<file path="src/rtl/pixel_readout_capture.sv">
// Per-pixel ADC capture sequencer: trigger -> convst -> sample, tagged SOF/EOL, buffered onto a valid/ready stream.
// Optional build macro CAPTURE_TEST_PATTERN_EN adds a test_pattern input that bypasses the ADC with {row,col}.
module pixel_readout_capture #(
    parameter int DATA_W         = 16,
    parameter int ADDR_W         = 12,
    parameter int FIFO_DEPTH     = 16,
    parameter int TIMEOUT_CYCLES = 64
) (
    input  logic              clk,
    input  logic              rst,
    input  logic              frame_busy,
    input  logic              adc_start_trigger,
    input  logic [ADDR_W-1:0] row_addr,
    input  logic [ADDR_W-1:0] col_addr,
    input  logic [ADDR_W-1:0] col_end,
`ifdef CAPTURE_TEST_PATTERN_EN
    input  logic              test_pattern,
`endif
    output logic              adc_convst,
    input  logic [DATA_W-1:0] adc_data,
    input  logic              adc_data_valid,
    output logic [DATA_W-1:0] m_tdata,
    output logic              m_tvalid,
    input  logic              m_tready,
    output logic              m_tuser,
    output logic              m_tlast,
    output logic              overflow,
    output logic              trigger_miss,
    output logic              timeout_err,
    output logic [23:0]       pixel_count
);

    localparam int PTR_W   = $clog2(FIFO_DEPTH);
    localparam int ENTRY_W = DATA_W + 2;
    localparam int TO_W    = $clog2(TIMEOUT_CYCLES + 1);

    typedef enum logic [1:0] {
        S_IDLE,
        S_CONVERT,
        S_WAIT_DATA
    } state_t;

    state_t              state, state_nxt;
    logic                eol_q;
    logic [TO_W-1:0]     to_cnt;
    logic                frame_busy_q;
    logic                sof_flag;
    logic                wr_req;
    logic [DATA_W-1:0]   wr_data;
    logic                timeout_hit;
    logic [ENTRY_W-1:0]  mem [FIFO_DEPTH];
    logic [PTR_W:0]      wr_ptr, rd_ptr;
    logic                fifo_empty, fifo_full, rd_en, wr_en, drop;
    logic                fb_rise, miss_set;
    logic [ENTRY_W-1:0]  head;
`ifdef CAPTURE_TEST_PATTERN_EN
    logic [7:0]          row_lo_q, col_lo_q;
`endif

    assign fb_rise    = frame_busy && !frame_busy_q;
    assign miss_set   = adc_start_trigger && (state != S_IDLE);
    assign fifo_empty = (wr_ptr == rd_ptr);
    assign fifo_full  = (wr_ptr[PTR_W] != rd_ptr[PTR_W]) &&
                        (wr_ptr[PTR_W-1:0] == rd_ptr[PTR_W-1:0]);
    assign rd_en      = !fifo_empty && m_tready;
    // A pop in the same cycle frees the slot, so a full FIFO still accepts.
    assign wr_en      = wr_req && (!fifo_full || rd_en);
    assign drop       = wr_req && !wr_en;

    // NOTE: every output of this block gets a default first, so no path leaves a latch behind.
    always_comb begin
        state_nxt   = state;
        adc_convst  = 1'b0;
        wr_req      = 1'b0;
        wr_data     = '0;
        timeout_hit = 1'b0;
        case (state)
            S_IDLE: begin
                if (adc_start_trigger) state_nxt = S_CONVERT;
            end
            S_CONVERT: begin
`ifdef CAPTURE_TEST_PATTERN_EN
                if (test_pattern) begin
                    wr_req    = 1'b1;
                    wr_data   = DATA_W'({row_lo_q, col_lo_q});
                    state_nxt = S_IDLE;
                end else begin
                    adc_convst = 1'b1;
                    state_nxt  = S_WAIT_DATA;
                end
`else
                adc_convst = 1'b1;
                state_nxt  = S_WAIT_DATA;
`endif
            end
            S_WAIT_DATA: begin
                if (adc_data_valid) begin
                    wr_req    = 1'b1;
                    wr_data   = adc_data;
                    state_nxt = S_IDLE;
                end else if (to_cnt == TO_W'(TIMEOUT_CYCLES - 1)) begin
                    wr_req      = 1'b1;
                    wr_data     = '1;
                    timeout_hit = 1'b1;
                    state_nxt   = S_IDLE;
                end
            end
            default: state_nxt = S_IDLE;
        endcase
    end

    // NOTE: sequential state uses non-blocking assignments so every register samples pre-edge values.
    always_ff @(posedge clk) begin
        if (rst) begin
            state        <= S_IDLE;
            eol_q        <= 1'b0;
            to_cnt       <= '0;
            frame_busy_q <= 1'b0;
            sof_flag     <= 1'b0;
            wr_ptr       <= '0;
            rd_ptr       <= '0;
            overflow     <= 1'b0;
            trigger_miss <= 1'b0;
            timeout_err  <= 1'b0;
            pixel_count  <= '0;
        end else begin
            state        <= state_nxt;
            frame_busy_q <= frame_busy;
            if (state == S_IDLE && adc_start_trigger)
                eol_q <= (col_addr == col_end);
            if (state == S_CONVERT)
                to_cnt <= '0;
            else if (state == S_WAIT_DATA)
                to_cnt <= to_cnt + TO_W'(1);
            if (wr_en) wr_ptr <= wr_ptr + 1'b1;
            if (rd_en) rd_ptr <= rd_ptr + 1'b1;
            // A dropped write keeps the SOF tag pending for the next accepted entry.
            if (fb_rise)    sof_flag <= 1'b1;
            else if (wr_en) sof_flag <= 1'b0;
            overflow     <= (overflow     && !fb_rise) || drop;
            trigger_miss <= (trigger_miss && !fb_rise) || miss_set;
            timeout_err  <= (timeout_err  && !fb_rise) || timeout_hit;
            if (fb_rise)
                pixel_count <= '0;
            else if (wr_en && pixel_count != 24'hFFFFFF)
                pixel_count <= pixel_count + 24'd1;
        end
    end

`ifdef CAPTURE_TEST_PATTERN_EN
    always_ff @(posedge clk) begin
        if (rst) begin
            row_lo_q <= '0;
            col_lo_q <= '0;
        end else if (state == S_IDLE && adc_start_trigger) begin
            row_lo_q <= row_addr[7:0];
            col_lo_q <= col_addr[7:0];
        end
    end
`endif

    // NOTE: storage is not reset; the pointers define validity and the outputs are masked while empty.
    always_ff @(posedge clk) begin
        if (wr_en) mem[wr_ptr[PTR_W-1:0]] <= {sof_flag, eol_q, wr_data};
    end

    assign head     = mem[rd_ptr[PTR_W-1:0]];
    assign m_tvalid = !fifo_empty;
    assign m_tdata  = m_tvalid ? head[DATA_W-1:0] : '0;
    assign m_tlast  = m_tvalid && head[DATA_W];
    assign m_tuser  = m_tvalid && head[DATA_W+1];

endmodule

</file>
<file path="config.mk">
export PLATFORM = sky130hd
export DESIGN_NAME = pixel_readout_capture
export DESIGN_NICKNAME = d
export VERILOG_FILES = /design/src/rtl/pixel_readout_capture.sv
export SDC_FILE = /design/constraint.sdc
export NUM_CORES = 1
export LEC_CHECK = 0
export CAP_MARGIN = 20
export CORE_MARGIN = 1.5
export CORE_UTILIZATION = 40
export CTS_CLUSTER_SIZE = 14
export DETAILED_ROUTE_END_ITERATION = 10
export GPL_TIMING_DRIVEN = 0
export PLACE_DENSITY_LB_ADDON = 0.3
export SYNTH_ARGS = -nofsm -noshare
export SYNTH_HDL_FRONTEND = slang
export SYNTH_SLANG_ARGS = --single-unit
</file>
<file path="constraint.sdc">
create_clock -name clk -period 8.2 [get_ports clk]
set_input_delay 1.64 -clock clk [delete_from_list [all_inputs] [get_ports clk]]
set_output_delay 1.64 -clock clk [all_outputs]
set_load 0.05 [all_outputs]
</file>
==> qor.yml <==
clocking:
  cts.clk_slew.worst_paths_ns: 0.05
  hold_buffers: 0
  clock-root-buffer: "clkbuf_16"
  clockBufferDepth: 3
  post_cts_resized: 0
  cts.sinks: 341
  clock_latency_ns: 0.52
  postCtsSetupRepairBufs: 0
  cts_max_level: 2
  cts_buffers: 37
  cts_tree: "done"
layout:
  syn2layout_area_growth_pct: 21.56
  final_cell_mix: "edfxtp_1 (288), clkdlybuf4s50_1 (92), mux4_2 (90), dfxtp_1 (53), clkbuf_16 (37)"
  nNetsFinal: 981
  layout_commonest_cell: "edfxtp_1"
  fin_cells: 1392
  drive_above_1_share: 0.1898
global_routing:
  grt_max_degree: 19
  grt_pass1_vias: 7944
  grt_first_pass_wirelength_mm: 48.54
  antenna_found_initial: 1
  grt_overflow: 0
  grt_util_all_layers: 0.1819
yosys:
  synth.top_cells.by_area: "edfxtp_1 (62%), mux4_2 (15%), dfxtp_1 (7.7%), xnor2_1 (1.3%), nor2b_1 (1.1%)"
  syn_inst: 770
  synth_cell_types: 50
  yosysTopAreaCellShare: 0.6241
  avgSynthCellArea_um2: 18.00
  ys_seq_area_frac: 0.7007
  synth_largest_area_cell: "edfxtp_1"
  ys_ff_latch: 341
  netlist_area_um2: 13860
  ys_warn_count: 0
  synth.net_count: 835
floorplanning:
  rows: 67
  coreArea_um2: 33780
  fp.dieW_um: 189.1
  initial_core_util: 0.4102
  dieArea_um2: 35770
  die_y_um: 189.1
  boundaryPins: 105
worst_hold_path:
  min_from: "trigger_miss$_SDFF_PP0_"
  hold_path_depth: 2
  hp-class: "flip-flop to flip-flop"
  holdPathEnd: "trigger_miss$_SDFF_PP0_"
power:
  vdd_ir_drop_max_uv: 136.4
  power.density_nw_per_um2: 218.4
  power.leakage_nw: 5.249
timing:
  relSlewSlack: 0.2626
  finalHoldViolCount: 0
  tightest_slew_ns: 1.106
  grt_setup_unrepaired: "false"
  max_freq_mhz: 183.6
  drv_slew: 0
  min_period_ns: 5.447
  finalSetupViolCount: 0
  finalCritPeriodShare: 0.6642
  fin_tns_setup_ns: 0
  layout_setup_ws_ns: 2.753
  skew_ns: 0.01751
route:
  num_vias: 7711
  ant_nets: 0
  initialDrtViolationCount: 623
  viasPerCell: 5.540
  drc: 0
  wirelength_mm: 31.84
  dr.pass1.iters: 4
  wl_per_cell_um: 22.87
setup_path:
  reg2regPathDepth: 8
  cp.arrival_ns: 3.81
  start_kind: "flip-flop"
  required_ns: 6.56
  timing.rr.end: "mem[3][5]$_DFFE_PP_"
  crit_path_end_kind: "output pin"
  reg2reg_from: "to_cnt[0]$_SDFFE_PP0P_"
  cp_max_fo: 10
  critPathKind: "flip-flop to output pin"
  r2r_slack_ns: 4.65
flow_run:
  cap_violations: 0
placed_design:
  dp_cells: 1324
  gp_congestion: 0.8418
  hpwl_mm: 20.37
  dp_slack_ns: 2.758
  io_buffers: 92
status:
  status: "complete, no violations"
-- flip-flops by register name (all words and copies together), names as in the netlist, 2 cells and up, named ones only --
register     cells
wr_ptr           5
to_cnt           7
pixel_count     24
rd_ptr           5
state            2
mem            288
-- area by class of cell --
cell class / instances / area, µm²
antenna: 1 / 2.502
buffer: 37 / 157.7
clock buffer: 46 / 969.7
clock inverter: 20 / 212.7
fill: 2761 / 16940
inverter: 7 / 26.28
multi-input combinational: 385 / 3971
sequential: 341 / 9709
tap: 448 / 560.5
timing repair buffer: 107 / 1235
-- worst max-delay path by stage --
stage                   start                   to  slack (ns)
3_5_place_dp   adc_data_valid  mem[3][7]$_DFFE_PP_        2.76
6_report            flip-flop          m_tdata[15]        2.75
2_1_floorplan  adc_data_valid  mem[3][0]$_DFFE_PP_        4.00
4_1_cts             flip-flop          m_tdata[10]        2.72
3_3_place_gp   adc_data_valid  mem[3][3]$_DFFE_PP_        0.69
5_1_grt             flip-flop          m_tdata[15]        2.65
-- cells by family (layout without fill, tap and decap cells) --
logic type      count (synthesis)  in the layout  share of synthesized area
compound gates                 89             89                    0.04406
xor+xnor                       28             28                    0.01770
fa+ha+maj                       7              7                   0.006320
buf+inv                        44            217                    0.01327
flops                         341            341                     0.7007
mux                            91             91                     0.1470
other cells                     0              1                          0
simple gates                  170            170                    0.07097
-- metal layers --
layer,part of all wire,wire length (µm),global-route usage,up-vias
met5,0,0,0,-
met4,0.015,492,0.04274,0
met3,0.068,2163,0.03596,39
met2,0.48,15230,0.2951,268
met1,0.44,13950,0.2544,3951
li1,-,-,-,3453
-- synth_stat cells (all sizes together) --
master	count
or4	18
o32ai	1
edfxtp	288
clkbuf	15
a31oi	1
and2	2
nor2b	25
nand3b	1
o2111ai	3
o21ai	13
nor3	8
a21oi	26
and3	16
a41oi	1
nand3	15
a22oi	1
inv	6
dfxtp	53
and4	6
nand4	12
o21a	16
mux4	90
xnor2	20
nor2	26
ha	7
o311ai	1
xor2	8
o2111a	1
nand2b	11
buf	22
nand2	19
o41ai	1
o211ai	7
nand4b	1
o31ai	13
mux2i	1
a211oi	1
a21boi	1
o21bai	1
nor4	2
clkinv	1
or2	1
or3	7
o311a	1
-- where the power goes --
part | switching (mW) | total, mW | internal, mW
registers | 0.00463 | 1.87 | 1.87
clock network | 0.657 | 1.63 | 0.970
logic | 0.0982 | 0.179 | 0.0805
total | 0.759 | 3.68 | 2.92
-- critical path: stages, from the launching register on --
cell             delay (ns)
dfxtp_1                0.30
clkbuf_1               0.38
buf_1                  0.78
mux4_2                 0.42
mux4_2                 0.50
nor2b_1                0.16
clkdlybuf4s50_1        0.76
-- per-stage QoR --
step	area [µm²]	power (mW)	hold slack, ns	utilization
6_report	16840	3.680	0.4594	0.4986
5_1_grt	16840	3.789	0.4906	0.4985
4_1_cts	16830	3.712	0.4632	0.4981
3_5_place_dp	15650	2.092	0.4503	0.4631
3_3_place_gp	15340	2.088	0.4469	0.4540
2_1_floorplan	13860	2.020	0.4445	-
Power figures use the tool's default switching activity.
